$ cat config.mk
export PLATFORM = sky130hd
export DESIGN_NAME = tug_match_ctrl
export DESIGN_NICKNAME = d
export VERILOG_FILES = /design/src/rtl/tug_match_ctrl.sv
export SDC_FILE = /design/constraint.sdc
export NUM_CORES = 1
export LEC_CHECK = 0
export ABC_AREA = 1
export CELL_PAD_IN_SITES_DETAIL_PLACEMENT = 0
export CELL_PAD_IN_SITES_GLOBAL_PLACEMENT = 1
export CORE_UTILIZATION = 30
export CTS_CLUSTER_SIZE = 25
export DETAILED_ROUTE_END_ITERATION = 10
export PLACE_DENSITY = 0.69
export SYNTH_ARGS = -nofsm -noshare
export SYNTH_HDL_FRONTEND = slang
export SYNTH_SLANG_ARGS = --single-unit
$ cat constraint.sdc
create_clock -name clk_i -period 1.2 [get_ports clk_i]
set_clock_uncertainty 0.05 [all_clocks]
set_input_delay 0.3 -clock clk_i [delete_from_list [all_inputs] [get_ports clk_i]]
set_output_delay 0.3 -clock clk_i [all_outputs]
set_load 0.02 [all_outputs]
$ cat src/rtl/tug_match_ctrl.sv
// Match sequencer for tug-of-war: gates keys into the playfield, turns a round end
// into one score pulse, freezes the field between rounds and latches the match winner.
module tug_match_ctrl #(
  parameter int HOLD_CYCLES = 4
) (
  input  logic       clk_i,
  input  logic       rst_ni,
  input  logic       start_i,
  input  logic       key_l_i,
  input  logic       key_r_i,
  input  logic       field_win_l_i,
  input  logic       field_win_r_i,
  input  logic       over_l_i,
  input  logic       over_r_i,
  output logic       play_key_l_o,
  output logic       play_key_r_o,
  output logic       win_l_o,
  output logic       win_r_o,
  output logic       field_clr_o,
  output logic       score_clr_o,
  output logic       match_over_o,
  output logic [1:0] winner_o,
  output logic [3:0] rounds_o
);

  localparam int CW = $clog2(HOLD_CYCLES + 1);
  // The counter runs HOLD_LOAD..0, giving exactly HOLD_CYCLES cycles in HOLD.
  localparam logic [CW-1:0] HOLD_LOAD = CW'(HOLD_CYCLES - 1);

  typedef enum logic [2:0] {
    IDLE  = 3'd0,
    HOLD  = 3'd1,
    PLAY  = 3'd2,
    SCORE = 3'd3,
    WAIT  = 3'd4,
    OVER  = 3'd5
  } state_e;

  state_e        state_q, state_d;
  logic [CW-1:0] cnt_q, cnt_d;
  logic          side_q, side_d;      // 0 = left scored, 1 = right scored
  logic [3:0]    rounds_q, rounds_d;
  logic [1:0]    winner_q, winner_d;

  always_ff @(posedge clk_i or negedge rst_ni) begin
    if (!rst_ni) begin
      state_q  <= IDLE;
      cnt_q    <= '0;
      side_q   <= 1'b0;
      rounds_q <= 4'd0;
      winner_q <= 2'b00;
    end else begin
      state_q  <= state_d;
      cnt_q    <= cnt_d;
      side_q   <= side_d;
      rounds_q <= rounds_d;
      winner_q <= winner_d;
    end
  end

  always_comb begin
    state_d  = state_q;
    cnt_d    = cnt_q;
    side_d   = side_q;
    rounds_d = rounds_q;
    winner_d = winner_q;
    case (state_q)
      IDLE: begin
        rounds_d = 4'd0;
        winner_d = 2'b00;
        if (start_i) begin
          state_d = HOLD;
          cnt_d   = HOLD_LOAD;
        end
      end
      HOLD: begin
        if (cnt_q == '0) state_d = PLAY;
        else             cnt_d   = cnt_q - CW'(1);
      end
      PLAY: begin
        // A simultaneous arrival at both ends is a tie: replay without scoring.
        if (field_win_l_i && field_win_r_i) begin
          state_d = HOLD;
          cnt_d   = HOLD_LOAD;
        end else if (field_win_l_i) begin
          state_d = SCORE;
          side_d  = 1'b0;
        end else if (field_win_r_i) begin
          state_d = SCORE;
          side_d  = 1'b1;
        end
      end
      SCORE: begin
        if (rounds_q != 4'hF) rounds_d = rounds_q + 4'd1;
        state_d = WAIT;
      end
      WAIT: begin
        if (over_l_i) begin
          state_d  = OVER;
          winner_d = 2'b01;
        end else if (over_r_i) begin
          state_d  = OVER;
          winner_d = 2'b10;
        end else begin
          state_d = HOLD;
          cnt_d   = HOLD_LOAD;
        end
      end
      OVER: begin
        if (start_i) begin
          state_d  = IDLE;
          rounds_d = 4'd0;
          winner_d = 2'b00;
        end
      end
      default: state_d = IDLE;
    endcase
  end

  assign play_key_l_o = key_l_i && (state_q == PLAY);
  assign play_key_r_o = key_r_i && (state_q == PLAY);
  assign win_l_o      = (state_q == SCORE) && !side_q;
  assign win_r_o      = (state_q == SCORE) &&  side_q;
  assign field_clr_o  = (state_q != PLAY);
  assign score_clr_o  = (state_q == IDLE);
  assign match_over_o = (state_q == OVER);
  assign winner_o     = winner_q;
  assign rounds_o     = rounds_q;

endmodule
==> results.toml <==
[cells_and_area]
drive_above_1_share = 0.567
syn2layout_area_growth_pct = 83.8
fin_nets = 195
postLayoutCoreUtil = 0.590
n_fill_cell = 275
n_antenna_cell = 0

[floorplan]
fp.dieH_um = 56.6
die_area_mm2 = 0.00320
initial_core_util = 0.321
rows = 19
die_w_um = 56.6
ios = 22
core_area_mm2 = 0.00278

[worst_hold_path]
hold_class = "in -> async"

[synth]
synthTopCellsByCount = "39 x nand2_1, 19 x inv_1, 13 x dfrtp_1, 13 x nand3_1, 13 x nor2_1"
ys_ff_latch = 13
syn-cell-area_um2 = 893
yosysUniqueCellTypes = 18
yosysMostFrequentCell = "nand2_1"
synth_seq_area_share = 0.364
async_flop_share = 1.00
synth-main-ff-cell = "dfrtp_1"
synthCells = 127
yosys_warnings = 0
synth_area_leaders = "dfrtp_1 36%, nand2_1 16%, inv_1 8.0%, nand3_1 7.3%, ha_1 7.0%"
avgSynthCellArea_um2 = 7.03
synth_nets = 141
yosysTopAreaCell = "dfrtp_1"
yosysTopAreaCellShare = 0.364
synth_edf_count = 0

[routing]
wl_per_cell_um = 11.2
dr_total_vias = 947
drtPass1Iterations = 2
vias_per_cell = 4.49
ant_nets = 0
drcViolationCount = 0
wirelength_um = 2360
drt-initial-drc-count = 5

[sta]
fin_tns_setup_ps = -3920
tightest_slew_ps = 257
hold_viol_final = 0
fmax_mhz = 641
layout_min_cycle_time_ps = 1560
slew_violations = 0
holdWs_ps = 282
finalCritPeriodShare = 1.30
setup_viol = 18
slew_headroom = 0.828
rsz0062_at_grt = "true"
setup_ws_ps = -360

[run]
drv_cap = 0

[clock_network]
ctsHtreeMaxLevel = 1
clock-sinks = 13
cts_tree = "yes"
cts_root_buffer = "clkbuf_4"
clkTransAtPathRegs_ps = 90
insertion_delay_ps = 280
cts_buffers = 3
clock_path_buffers = 2
cts_hold_buf = 0

[critical_path]
timing.rr.start = "state_q[1]"
reg2reg_slack_ps = -230
arrival_ps = 1210
startpoint_type = "flip-flop"
crit_chain = "inv_2, buf_4, nand3_4, nor2_4, buf_6"
cp_top_family = "flip-flops"
critPathMaxStageDelay_ps = 400
cp-end-kind = "output port"
crit_fanout = 3
cp_num_buf_inv = 3
r2r-end = "winner_o[1]"
worstSetupPathType = "reg -> out"
critPathSlowestCell = "dfrtp_1"
reg2reg_depth = 11
cp.required_ps = 850

[placed_design]
place_hpwl_um = 1760
gp_congestion = 0.773
pre_cts_slack_ps = -656
portBuffers = 21

[status]
violations = "negative setup slack"
status = "complete, but fails checks"

[power_and_ir_drop]
leakage_nw = 0.823
power_mw = 3.92
p_per_area_mw_per_mm2 = 2390
ir_drop_mv = 1.57

[global_routing]
grt_pass1_vias = 928
grt_overflow = 0
grt_antenna_before_repair = 0
grtUsageTotal = 0.164
grt_max_degree = 14
grt_pass1_wl_um = 3990
==> how the worst max path moves through the flow <==
stage	cells after the start	startpoint	slack, ps	endpoint
3_3_place_gp	4	key_r_i	-640	play_key_r_o
5_1_grt	5	state_q[2]	-420	win_l_o
4_1_cts	6	state_q[2]	-370	play_key_r_o
6_report	5	state_q[2]	-360	win_l_o
2_1_floorplan	5	state_q[2]	-140	play_key_l_o
3_5_place_dp	4	key_r_i	-660	play_key_r_o
==> layout by cell type, fill, tap and decap left out, types with 2 or more instances in the layout <==
| cell | Yosys | layout |
|---|---|---|
| buf_2 | 0 | 3 |
| buf_4 | 0 | 20 |
| buf_6 | 0 | 18 |
| clkbuf_4 | 0 | 3 |
| clkdlybuf4s50_1 | 0 | 6 |
| dfrtp_1 | 13 | 9 |
| dfrtp_2 | 0 | 4 |
| dlygate4sd2_1 | 0 | 2 |
| ha_2 | 0 | 2 |
| ha_4 | 0 | 2 |
| inv_1 | 19 | 16 |
| inv_2 | 3 | 5 |
| nand2_1 | 39 | 26 |
| nand2_2 | 3 | 11 |
| nand2_4 | 0 | 5 |
| nand3_1 | 13 | 6 |
| nand3_2 | 3 | 8 |
| nand3_4 | 0 | 2 |
| nand4_1 | 2 | 2 |
| nor2_1 | 13 | 5 |
| nor2_2 | 5 | 2 |
| nor2_4 | 1 | 12 |
| o21ai_1 | 2 | 2 |
==> per-layer routing <==
metal / up-vias / GRT usage / routed length [µm]
met5: - / 0 / 0
met4: 0 / 0.0836 / 33
met3: 4 / 0.0207 / 45
met2: 10 / 0.282 / 1230
met1: 432 / 0.197 / 1050
li1: 501 / - / -
==> power breakdown <==
| group | internal, mW | leakage, nW | switching (mW) |
|---|---|---|---|
| Sequential | 0.598 | 0.165 | 0.164 |
| Clock | 0.129 | 0.0150 | 0.157 |
| Combinational | 1.35 | 0.643 | 1.53 |
==> kinds of logic (layout without fill, tap and decap cells) <==
logic type / count (synthesis) / after routing / share of synthesized area
fa+ha+maj: 5 / 5 / 0.0700
compound gates: 6 / 6 / 0.0364
simple gates: 81 / 81 / 0.437
flops: 13 / 13 / 0.364
buf+inv: 22 / 75 / 0.0924
==> state kept, by name (all words and copies together), names as in the netlist <==
register	count
rounds_o	4
state_q	3
cnt_q	3
side_q	1
winner_o	2
==> through the flow <==
stage                     instance area, µm²  cells
after floorplan                          958    127
after global placement                  1400    204
after detailed placement                1400    204
after CTS                               1500    209
after global routing                    1640    211
final                                   1640    211
==> what timing repair did <==
item | CTS | global route
resized for setup | 94 | 32
pin swaps | 11 | 10
endpoints found under the setup margin | 26 | 23
buffers inserted | 4 | 2
hold endpoints to repair | 0 | 0
==> final cells by class <==
cell class                 instances  area, µm²  share of cell area
timing repair buffer              49        445               0.271
multi-input combinational         92        716               0.436
inverter                          22       85.1              0.0518
sequential                        13        330               0.201
clock buffer                       4       26.3              0.0160
tap                               31       38.8              0.0236
(Power assumes the default switching activity.)
